`config.mk`:
```
export PLATFORM = sky130hd
export DESIGN_NAME = rf_sb
export DESIGN_NICKNAME = d
export VERILOG_FILES = /design/src/rtl/rf_sb.sv
export SDC_FILE = /design/constraint.sdc
export NUM_CORES = 2
export LEC_CHECK = 0
export CORE_UTILIZATION = 35
export DETAILED_ROUTE_END_ITERATION = 6
export MAX_ROUTING_LAYER = met4
export SLEW_MARGIN = 20
export SYNTH_ARGS = -nofsm -noshare
export SYNTH_HDL_FRONTEND = slang
export SYNTH_SLANG_ARGS = --single-unit
```
`constraint.sdc`:
```
create_clock -name i_clk -period 5.8 [get_ports i_clk]
set_input_delay 1.16 -clock i_clk [delete_from_list [all_inputs] [get_ports i_clk]]
set_output_delay 1.16 -clock i_clk [all_outputs]
set_load 0.01 [all_outputs]
```
`src/rtl/rf_sb.sv`:
```
// rtl/rf_sb.sv - register file with dual writeback ports and per-register pending-write scoreboard
module rf_sb #(
    parameter  int XLEN      = 32,
    parameter  int NREGS     = 32,
    parameter  int CNT_W     = 2,
    parameter  int BYPASS_EN = 0,
    parameter  int ZERO_REG  = 1,
    localparam int AW        = $clog2(NREGS)
) (
    input  logic            i_clk,
    input  logic            i_rst,
    input  logic [AW-1:0]   i_rs1_raddr,
    output logic [XLEN-1:0] o_rs1_rdata,
    output logic            o_rs1_busy,
    input  logic [AW-1:0]   i_rs2_raddr,
    output logic [XLEN-1:0] o_rs2_rdata,
    output logic            o_rs2_busy,
    input  logic            i_iss_valid,
    input  logic [AW-1:0]   i_iss_rd,
    output logic            o_iss_ready,
    input  logic            i_wb0_en,
    input  logic [AW-1:0]   i_wb0_addr,
    input  logic [XLEN-1:0] i_wb0_data,
    input  logic            i_wb1_en,
    input  logic [AW-1:0]   i_wb1_addr,
    input  logic [XLEN-1:0] i_wb1_data
);

    localparam logic [CNT_W-1:0] CMAX = '1;

    logic [XLEN-1:0]  regs    [NREGS];
    logic [CNT_W-1:0] cnt     [NREGS];
    logic [CNT_W-1:0] cnt_nxt [NREGS];
    logic [1:0]       dec     [NREGS];

    logic [AW-1:0]    rd_addr [2];
    logic [XLEN-1:0]  rd_data [2];
    logic             rd_busy [2];

    logic             iss_zero;
    logic             wb0_zero;
    logic             wb1_zero;

    assign iss_zero = (ZERO_REG != 0) && (i_iss_rd == '0);
    assign wb0_zero = (ZERO_REG != 0) && (i_wb0_addr == '0);
    assign wb1_zero = (ZERO_REG != 0) && (i_wb1_addr == '0);

    always_comb begin
        for (int r = 0; r < NREGS; r++) begin
            dec[r] = {1'b0, i_wb0_en && (i_wb0_addr == AW'(r))}
                   + {1'b0, i_wb1_en && (i_wb1_addr == AW'(r))};
        end
    end

    // A writeback in the same cycle frees a slot, so a full counter can still accept.
    assign o_iss_ready = iss_zero || !((cnt[i_iss_rd] == CMAX) && (dec[i_iss_rd] == 2'd0));

    always_comb begin
        logic             inc;
        logic [CNT_W:0]   sum;
        logic [CNT_W:0]   dec_w;
        for (int r = 0; r < NREGS; r++) begin
            inc   = i_iss_valid && o_iss_ready && (i_iss_rd == AW'(r));
            sum   = {1'b0, cnt[r]} + (CNT_W+1)'(inc);
            dec_w = (CNT_W+1)'(dec[r]);
            cnt_nxt[r] = (sum > dec_w) ? CNT_W'(sum - dec_w) : '0;
            if ((ZERO_REG != 0) && (r == 0)) begin
                cnt_nxt[r] = '0;
            end
        end
    end

    assign rd_addr[0] = i_rs1_raddr;
    assign rd_addr[1] = i_rs2_raddr;

    always_comb begin
        for (int p = 0; p < 2; p++) begin
            rd_data[p] = regs[rd_addr[p]];
            rd_busy[p] = (cnt[rd_addr[p]] != '0);
            if (BYPASS_EN != 0) begin
                if (i_wb1_en && (i_wb1_addr == rd_addr[p])) begin
                    rd_data[p] = i_wb1_data;
                end
                if (i_wb0_en && (i_wb0_addr == rd_addr[p])) begin
                    rd_data[p] = i_wb0_data;
                end
                rd_busy[p] = ({1'b0, cnt[rd_addr[p]]} > (CNT_W+1)'(dec[rd_addr[p]]));
            end
            if ((ZERO_REG != 0) && (rd_addr[p] == '0)) begin
                rd_data[p] = '0;
                rd_busy[p] = 1'b0;
            end
        end
    end

    assign o_rs1_rdata = rd_data[0];
    assign o_rs1_busy  = rd_busy[0];
    assign o_rs2_rdata = rd_data[1];
    assign o_rs2_busy  = rd_busy[1];

    // Port 0 is assigned last so it wins when both ports target the same register.
    always_ff @(posedge i_clk) begin
        if (i_rst) begin
            for (int r = 0; r < NREGS; r++) begin
                regs[r] <= '0;
                cnt[r]  <= '0;
            end
        end else begin
            if (i_wb1_en && !wb1_zero) begin
                regs[i_wb1_addr] <= i_wb1_data;
            end
            if (i_wb0_en && !wb0_zero) begin
                regs[i_wb0_addr] <= i_wb0_data;
            end
            for (int r = 0; r < NREGS; r++) begin
                cnt[r] <= cnt_nxt[r];
            end
        end
    end

endmodule
```
==> key figures <==
Setup path
  • Critical path required time: 4.64 ns
  • WS Path Type: in2out
  • Critical Path Fanout Max: 7
  • Startpoint Class: input port
  • CP Capture Type: primary output
  • WP data arrival: ~4.4 ns

Finish
  • Seq. cell area: 31990 sq um
  • Fin cells: ~7000
  • Multi-input combinational cell area: approximately 31000 sq um
  • Fillers: between 15000 and 20000
  • Fraction of layout cells with a size suffix above 1: around 28%
  • Fin nets: between 4000 and 5000
  • Area grow syn2layout: 14.47%

Synthesis
  • Count leader, synth: edfxtp_1
  • Post-synth top area share: between 40% and 50%
  • Post-synthesis sequential area ratio: 49.12%
  • Synth top cells by count: edfxtp_1, a22o_1, mux4_2
  • Main area contributors after synthesis: edfxtp_1, mux4_2, a22o_1, ha_1, clkbuf_1
  • Area leader, netlist: edfxtp_1
  • YS warnings: 0
  • Ys flop type: edfxtp_1
  • Async S/R FF share, synth: 0%
  • Post-synth EDFFs: just over 1000
  • Cells after Synth: about 4500
  • Netlist cell types: 62
  • Yosys reg bits: 1086
  • Syn Area/Cell: between 10 and 15 sq um
  • Synthesized cell area: around 65000 sq um

Job
  • Max-cap viol count: 0

Global routing
  • Vias in the first global route: between 40000 and 50000
  • Global-route wire length before repair: roughly 360 mm
  • Met3 Use GR: under 10%
  • Largest net degree at the start of global routing: 68
  • Overall routing resource usage: ~28%
  • Grt peak-use layer: met2
  • Met1 Use GR: between 30% and 40%
  • Initial antenna violation count: 13
  • Met2 usage: between 40% and 50%
  • Congestion Overflow GR: 0

Placed design
  • Pre-CTS setup slack: between 0.3 and 0.4 ns
  • Post-DP HPWL: between 150 and 200 mm
  • GPL Wtd Cong: between 0.9 and 1
  • # port buffers: 160
  • Placed insts: between 6000 and 7000

Clock tree
  • Hold-fix buffers at CTS: 0
  • Clk_lat worst skew: 0.78 ns
  • CTS tree: built
  • Worst-path clk slew: roughly 0.050 ns
  • CTS root buf: clkbuf_16
  • Clk sinks: 1086
  • Post_cts resized: 0
  • H-tree levels: 3
  • CTS max path bufs: 3
  • Setup repair bufs after CTS: 0
  • Total CTS buffers: 120

Timing
  • RSZ-0062 raised after global routing: false
  • Fmax: roughly 180 MHz
  • Period minus WS final: 5.545 ns
  • Worst slew margin: a little under a quarter
  • Final Hold Fails: 0
  • Final Skew: 0.02441 ns
  • Fin. max-slew vios: 0
  • Setup-failing EPs final: 0
  • Tcrit/Tclk final: a little over nine tenths
  • Final WS setup: roughly 0.26 ns
  • Worst Tran Pin Value: 1.137 ns
  • Setup TNS: 0 ns

Floorplanning
  • Die Area: roughly 190000 sq um
  • Row count: between 150 and 200
  • Die H: between 400 and 500 um
  • Core Box Area: about 180000 sq um
  • Num ports: 161
  • Starting Density: a little over a third
  • Die Wd: around 430 um

Routing
  • DRC: 0
  • First DRT Iteration DRCs: 6753
  • Drt pass-1 iters: 7
  • Via count: 47615
  • Avg WL per Cell: around 37 um
  • Post-DRT Antenna Nets: 0
  • Drt total wl: 260.1 mm
  • Via/cell ratio: slightly below 7

Pwr
  • Pwr Density: between 200 and 300 nW/um^2
  • Maximum vdd drop: a little under 0.3 mV
  • Pleak: 25.07 nW

Worst hold path
  • Min-Delay Path Class: reg2reg

Outcome
  • Status: complete, no violations
==> power breakdown <==
| part | switching (W) | total [W] | internal [W] |
|---|---|---|---|
| Sequential | 0.000220 | 0.00925 | 0.00903 |
| Clock | 0.00340 | 0.00767 | 0.00427 |
| Combinational | 0.00169 | 0.00298 | 0.00129 |
==> per-stage QoR <==
stage / util [%] / total power (W) / instance area (sq um) / hold slack (ns)
6_report: 40.54 / 0.01991 / 74550 / 0.7011
5_1_grt: 40.54 / 0.02034 / 74540 / 0.7447
4_1_cts: 40.56 / 0.01989 / 74580 / 0.7016
3_5_place_dp: 38.48 / 0.01234 / 70750 / 0.6938
3_3_place_gp: 38.51 / 0.01229 / 70810 / 0.6808
2_1_floorplan: - / 0.01105 / 65240 / 0.6366
==> cells in the final DEF (no fill, tap or decap), types with 5 or more instances in the layout <==
cell / instances
nand3_1: 29
or3_2: 19
inv_1: 208
nand2_1: 114
fa_1: 31
o21ai_0: 43
nor3_2: 19
nor2_4: 31
a31oi_1: 6
buf_12: 46
bufinv_16: 9
a21oi_1: 63
clkinv_1: 27
o21ai_4: 9
a2111oi_2: 7
clkbuf_1: 32
nor3_4: 6
ha_1: 124
nor3_1: 99
nand2b_1: 10
nor4_4: 6
buf_2: 31
dfxtp_1: 62
mux2_2: 8
diode_2: 12
a211oi_1: 29
buf_4: 261
conb_1: 32
nand3b_1: 5
o21ai_1: 35
nor2_1: 129
mux4_2: 650
edfxtp_1: 1024
clkinv_2: 17
a22o_1: 992
nor2b_1: 14
o31a_1: 31
mux2i_1: 8
clkdlybuf4s50_1: 120
clkbuf_16: 122
==> area by class of cell <==
class,instances,area share (%)
Sequential cell,1086,42.91
Multi-Input combinational cell,2615,40.92
Timing Repair Buffer,465,5.809
Clock buffer,156,4.293
Tap cell,2464,4.136
Inverter,210,1.057
Clock inverter,61,0.8325
Antenna cell,12,0.04028
==> per-layer routing <==
| layer | routed length, um | part of all wire [%] |
|---|---|---|
| met5 | 0 | 0 |
| met4 | 16320 | 6.3 |
| met3 | 32650 | 13 |
| met2 | 120000 | 46 |
| met1 | 91160 | 35 |
==> cell families after synthesis <==
kind of cell | after synthesis | share of synthesized area (%)
adders and majority gates | 155 | 3.335
and+or+nand+nor | 507 | 3.643
DFF | 1086 | 49.12
buffers and inverters | 803 | 5.109
other | 1 | 0.005758
muxes | 667 | 22.76
AOI/OAI and AO/OA | 1254 | 16.02
==> registers in the layout, summed over array words and instances, names as in the netlist <==
| register | cells |
|---|---|
| cnt | 62 |
| regs | 1024 |
==> worst max-delay path, cell delays in order <==
cell             delay (ns)
clkdlybuf4s50_1        0.58
nor2b_1                0.25
nand2b_1               0.23
nor2_1                 0.23
ha_1                   0.29
nor4b_1                0.38
a311o_1                0.18
a21oi_1                0.08
nor4bb_2               0.31
a22oi_1                0.17
clkdlybuf4s50_1        0.51
==> path summary, 6_finish.rpt <==
check        slack, ns     startpoint  cells past startpoint           to
max               0.26  i_wb0_addr[0]                     11  o_iss_ready
min               0.70      cnt[3][1]                      3    cnt[3][1]
max reg2reg       2.60      cnt[6][0]                     12   cnt[10][1]
min reg2reg       0.70      cnt[3][1]                      3    cnt[3][1]
Power figures use the tool's default switching activity.
